**config.mk**
```make
export PLATFORM = sky130hd
export DESIGN_NAME = fb_write_arbiter
export DESIGN_NICKNAME = d
export VERILOG_FILES = /design/src/rtl/fb_write_arbiter.sv
export SDC_FILE = /design/constraint.sdc
export NUM_CORES = 1
export LEC_CHECK = 0
export CORE_ASPECT_RATIO = 1.1
export CORE_MARGIN = 5
export CORE_UTILIZATION = 40
export DETAILED_ROUTE_END_ITERATION = 8
export DONT_BUFFER_PORTS = 1
export PLACE_DENSITY_LB_ADDON = 0.1
export SETUP_SLACK_MARGIN = 0.05
export SLEW_MARGIN = 15
export SYNTH_ARGS = -nofsm -noshare
export SYNTH_HDL_FRONTEND = slang
export SYNTH_SLANG_ARGS = --single-unit
```
**constraint.sdc**
```tcl
create_clock -name clk -period 3.3 [get_ports clk]
set_input_delay 0.33 -clock clk [delete_from_list [all_inputs] [get_ports clk]]
set_output_delay 0.33 -clock clk [all_outputs]
set_load 0.05 [all_outputs]
```
**src/rtl/fb_write_arbiter.sv**
```systemverilog
// Write-port arbiter for the 240x160 RGB6 GBA frame buffer: GBA pixel stream > host writer > rectangle fill.
// Output is a registered we/addr/data triple with one cycle of latency.
module fb_write_arbiter #(
  parameter int WIDTH       = 240,
  parameter int HEIGHT      = 160,
  parameter int COLOR_WIDTH = 18,
  parameter int AWIDTH      = 16
) (
  input  logic                   clk,
  input  logic                   resetn,
  input  logic                   gba_we,
  input  logic [7:0]             gba_x,
  input  logic [7:0]             gba_y,
  input  logic [COLOR_WIDTH-1:0] gba_data,
  input  logic                   host_valid,
  output logic                   host_ready,
  input  logic [7:0]             host_x,
  input  logic [7:0]             host_y,
  input  logic [COLOR_WIDTH-1:0] host_data,
  input  logic                   fill_start,
  input  logic                   fill_abort,
  input  logic [7:0]             fill_x0,
  input  logic [7:0]             fill_y0,
  input  logic [8:0]             fill_w,
  input  logic [8:0]             fill_h,
  input  logic [COLOR_WIDTH-1:0] fill_color,
  output logic                   fill_busy,
  output logic                   fill_done,
  output logic                   oob_err,
  output logic                   fb_we,
  output logic [AWIDTH-1:0]      fb_addr,
  output logic [COLOR_WIDTH-1:0] fb_wdata
);

  localparam logic [9:0] WIDTH_L  = 10'(WIDTH);
  localparam logic [9:0] HEIGHT_L = 10'(HEIGHT);

  typedef enum logic {
    IDLE,
    RUN
  } state_t;

  state_t state, state_next;

  logic [7:0]             fx0;
  logic [7:0]             cx;
  logic [7:0]             cy;
  logic [8:0]             xend;
  logic [8:0]             yend;
  logic [COLOR_WIDTH-1:0] fcolor;

  logic                   gba_grant;
  logic                   host_grant;
  logic                   fill_grant;
  logic                   any_grant;
  logic                   fill_load;
  logic                   done_next;
  logic                   degenerate;
  logic                   cx_at_end;
  logic                   cy_at_end;
  logic [9:0]             x_sum;
  logic [9:0]             y_sum;
  logic [8:0]             xend_calc;
  logic [8:0]             yend_calc;
  logic [7:0]             req_x;
  logic [7:0]             req_y;
  logic [COLOR_WIDTH-1:0] req_data;
  logic                   in_range;
  logic [AWIDTH-1:0]      req_y_ext;
  logic [AWIDTH-1:0]      req_addr;

  assign host_ready = ~gba_we;
  assign gba_grant  = gba_we;
  assign host_grant = host_valid & ~gba_we;
  assign fill_grant = (state == RUN) & ~gba_we & ~host_valid;
  assign any_grant  = gba_grant | host_grant | fill_grant;
  assign fill_busy  = (state == RUN);

  // Clip the fill rectangle to the frame at start so the cursor never leaves the buffer.
  always_comb begin
    x_sum      = {2'b00, fill_x0} + {1'b0, fill_w};
    y_sum      = {2'b00, fill_y0} + {1'b0, fill_h};
    xend_calc  = (x_sum > WIDTH_L)  ? WIDTH_L[8:0]  : x_sum[8:0];
    yend_calc  = (y_sum > HEIGHT_L) ? HEIGHT_L[8:0] : y_sum[8:0];
    degenerate = (fill_w == 9'd0) || (fill_h == 9'd0) ||
                 ({2'b00, fill_x0} >= WIDTH_L) || ({2'b00, fill_y0} >= HEIGHT_L);
  end

  assign cx_at_end = ({1'b0, cx} == (xend - 9'd1));
  assign cy_at_end = ({1'b0, cy} == (yend - 9'd1));

  always_ff @(posedge clk or negedge resetn) begin
    if (!resetn) begin
      state <= IDLE;
    end else begin
      state <= state_next;
    end
  end

  always_comb begin
    state_next = state;
    done_next  = 1'b0;
    fill_load  = 1'b0;
    case (state)
      IDLE: begin
        if (fill_start) begin
          if (degenerate) begin
            done_next = 1'b1;
          end else begin
            fill_load  = 1'b1;
            state_next = RUN;
          end
        end
      end
      RUN: begin
        // Abort beats completion so fill_done only ever marks a finished rectangle.
        if (fill_abort) begin
          state_next = IDLE;
        end else if (fill_grant && cx_at_end && cy_at_end) begin
          state_next = IDLE;
          done_next  = 1'b1;
        end
      end
      default: state_next = IDLE;
    endcase
  end

  always_ff @(posedge clk or negedge resetn) begin
    if (!resetn) begin
      fx0    <= '0;
      cx     <= '0;
      cy     <= '0;
      xend   <= '0;
      yend   <= '0;
      fcolor <= '0;
    end else if (fill_load) begin
      fx0    <= fill_x0;
      cx     <= fill_x0;
      cy     <= fill_y0;
      xend   <= xend_calc;
      yend   <= yend_calc;
      fcolor <= fill_color;
    end else if (fill_grant) begin
      if (cx_at_end) begin
        cx <= fx0;
        cy <= cy + 8'd1;
      end else begin
        cx <= cx + 8'd1;
      end
    end
  end

  always_comb begin
    req_x    = cx;
    req_y    = cy;
    req_data = fcolor;
    if (gba_grant) begin
      req_x    = gba_x;
      req_y    = gba_y;
      req_data = gba_data;
    end else if (host_grant) begin
      req_x    = host_x;
      req_y    = host_y;
      req_data = host_data;
    end
  end

  // y*240 as (y<<8)-(y<<4) keeps the address path multiplier-free.
  assign req_y_ext = AWIDTH'(req_y);
  assign req_addr  = (req_y_ext << 8) - (req_y_ext << 4) + AWIDTH'(req_x);
  assign in_range  = ({2'b00, req_x} < WIDTH_L) && ({2'b00, req_y} < HEIGHT_L);

  always_ff @(posedge clk or negedge resetn) begin
    if (!resetn) begin
      fb_we     <= 1'b0;
      fb_addr   <= '0;
      fb_wdata  <= '0;
      fill_done <= 1'b0;
      oob_err   <= 1'b0;
    end else begin
      fb_we     <= 1'b0;
      fill_done <= done_next;
      if (any_grant) begin
        if (in_range) begin
          fb_we    <= 1'b1;
          fb_addr  <= req_addr;
          fb_wdata <= req_data;
        end else begin
          oob_err <= 1'b1;
        end
      end
    end
  end

endmodule

```
==> impl_metrics.py <==
metrics = {
    "final_layout": {
        "nets": 879,
        "mostFrequentLayoutCells": "nand2_1 (151), dfrtp_1 (98), o21ai_0 (60), nor2_1 (49), mux2i_1 (43)",
        "drive_above_1_share_pct": 6.32,
        "nFillCells": 1573,
        "antenna_cells": 0,
        "final_common_cell": "nand2_1",
        "syn_to_final_growth_pct": 8.20,
    },
    "die": {
        "initial_core_util_pct": 40.8,
        "ioPinCount": 165,
        "rows": 48,
        "die_h_um": 143,
        "core_area_um2": 15700,
        "die_w_um": 131,
        "dieArea_um2": 18700,
    },
    "routing": {
        "ant_nets": 0,
        "num_vias": 5212,
        "drc": 0,
        "wire_per_inst_um": 18.6,
        "firstDrtPassIters": 5,
        "vias_per_cell": 5.62,
        "drt_iter0_markers": 231,
        "drt_wl_total_um": 17200,
    },
    "global_routing": {
        "grt_pass1_vias": 5303,
        "grt_max_degree": 99,
        "gr-total-overflow": 0,
        "grtUsageTotal_pct": 18.4,
        "antenna_found_initial": 0,
        "grt_pass1_wl_um": 27400,
    },
    "sta": {
        "fin_crit_ns": 2.88,
        "fmaxAchievable_ghz": 0.348,
        "tns_ns": 0,
        "fin_worst_skew_ns": 0.00637,
        "maxSlewViolCount": 0,
        "relSlewSlack_pct": 52.5,
        "final_hold_viol_count": 0,
        "worstMarginPinSlew_ns": 0.713,
        "rsz0062_at_grt": "no",
        "period_share_pct": 87.2,
        "setup_viol": 0,
    },
    "power": {
        "peakVddDrop_v": 0.000317,
        "power_density_nw_per_um2": 685,
        "leakage_uw": 0.00301,
        "power_uw": 4760,
    },
    "clock_network": {
        "numCtsBuffers": 9,
        "clkTransAtPathRegs_ns": 0.07,
        "cts_setup_buffers": 0,
        "cts_sinks": 98,
        "clockRootBuffer": "clkbuf_16",
        "htree_levels": 3,
        "clk_latency_ns": 0.34,
        "cts_max_path_buffers": 2,
        "cts_tree": "built",
    },
    "logic_synthesis": {
        "synth_seq_cells": 98,
        "syn_area_um2": 6420,
        "synth_area_per_cell_um2": 8.64,
        "synthArstFlopShare_pct": 100,
        "ys.warnings.count": 0,
        "ys_types": 69,
        "synth.net_count": 899,
        "syn_inst": 743,
        "synthFlopType": "dfrtp_1",
        "synth_edf_count": 0,
        "ys_seq_area_share_pct": 38.2,
    },
    "setup_path": {
        "worstPathRequired_ns": 3.56,
        "critPathCaptureType": "flip-flop",
        "reg2regPathDepth": 11,
        "path_max_fanout": 8,
        "crit_path_start_kind": "flip-flop",
        "critPathKind": "flip-flop to flip-flop",
        "cp.arrival_ns": 3.13,
    },
    "flow_run": {
        "max_cap_violations": 0,
    },
    "hold_path": {
        "hold_class": "primary input to flip-flop",
        "hold-path-cell-count": 1,
    },
    "placed_design": {
        "dp_hpwl_um": 13300,
        "place.gp.congestion": 0.926,
        "io_buffers": 0,
    },
    "outcome": {
        "status": "completed",
    },
}
## area by class of cell
type / count / area (um2) / area share [%]
clock buffers: 9 / 225 / 3.24
clock inverters: 7 / 116 / 1.68
inverters: 18 / 67.6 / 0.973
multi-input cells: 590 / 3750 / 54.1
flip-flops and latches: 98 / 2450 / 35.3
well taps: 200 / 250 / 3.60
repair buffers: 6 / 80.1 / 1.15
## timing repair
item	in CTS	in global routing
endpoints found under the hold margin	98	0
hold buffers	2	0
gates resized for setup	0	0
endpoints found under the setup margin	0	0
## path summary, 6_finish.rpt
check                                            from                 endpoint  slack [ns]
min in group asynchronous                      resetn  fb_addr[12]$_DFFE_PN0P_        0.58
worst min register to register  fcolor[3]$_DFFE_PN0P_    fcolor[3]$_DFFE_PN0P_        0.47
worst min-delay path                       fill_abort      fill_done$_DFF_PN0_        0.09
worst max-delay path                cy[2]$_DFFE_PN0P_  fb_addr[15]$_DFFE_PN0P_        0.42
worst max register to register      cy[2]$_DFFE_PN0P_  fb_addr[15]$_DFFE_PN0P_        0.42
max in group asynchronous                      resetn   fcolor[12]$_DFFE_PN0P_        2.34
## state kept, by name, indices dropped and copies added, names as in the netlist
register / flops
fill_done: 1
fb_wdata: 18
oob_err: 1
yend: 9
fb_addr: 16
cy: 8
fcolor: 18
xend: 9
fb_we: 1
fx0: 8
fill_busy: 1
cx: 8
## report_power, final
group          internal [uW]  switching, uW
Clock                    741            459
Sequential              1490            828
Combinational            553            683
Total                   2790           1970
## metrics by stage
stage	hold slack, ns	utilization, %	area (um2)	setup slack (ns)	instances
2_1_floorplan	0.0344	-	6420	0.211	743
6_report	0.0877	44.1	6950	0.423	928
3_3_place_gp	0.0370	41.7	6570	0.509	910
4_1_cts	0.0769	44.1	6950	0.482	928
5_1_grt	0.0742	44.1	6950	0.112	928
3_5_place_dp	0.0378	41.7	6570	0.433	910
## worst max-delay path, cell delays in order, from the launching register on
cell	delay, ns
dfrtp_1	0.48
mux2i_1	0.10
o21ai_0	0.23
inv_1	0.08
ha_1	0.35
o211ai_1	0.13
a21boi_0	0.50
a31oi_1	0.18
o211ai_1	0.34
nor2_1	0.11
xnor2_1	0.14
o21ai_0	0.15
## metal layers
metal / global-route usage, % / vias to the layer above / share of wire (%)
met3: 3.52 / 17 / 7.6
met2: 30.1 / 157 / 47
met4: 5.79 / 0 / 1.6
li1: - / 2588 / -
met1: 24.5 / 2450 / 44
met5: 0 / - / 0
## logic make-up (layout without fill, tap and decap cells)
logic type | count (synthesis) | in the layout | share of synthesized area (%)
AOI/OAI and AO/OA | 176 | 176 | 17.5
xor gates and xnor gates | 41 | 41 | 5.71
adders and majority gates | 30 | 30 | 6.08
buffers and inverters | 55 | 40 | 3.43
DFF | 98 | 98 | 38.2
muxes | 49 | 49 | 7.80
and+or+nand+nor | 294 | 294 | 21.3
## cell usage after synthesis (5+ instances only)
master    instances  area, um2
mux2_2            5       56.3
o21ai_1           5       25.0
buf_2            11       55.1
nand2b_1          7       43.8
ha_1             28        350
nand3b_1          5       37.5
nor3_1           11       55.1
xor2_1           15        131
inv_1            18       67.6
clkbuf_1         24       90.1
mux2i_1          43        430
and3_1            5       31.3
nor4_1            7       43.8
nor2_1           49        184
dfrtp_1          98       2450
a21o_1            7       52.6
xnor2_1          25        219
o31ai_1           6       45.0
nand2_1         151        567
a21oi_1          42        210
nand3_1          21        105
o21ai_0          60        300
a22oi_1           9       67.6
Power figures use the tool's default switching activity.
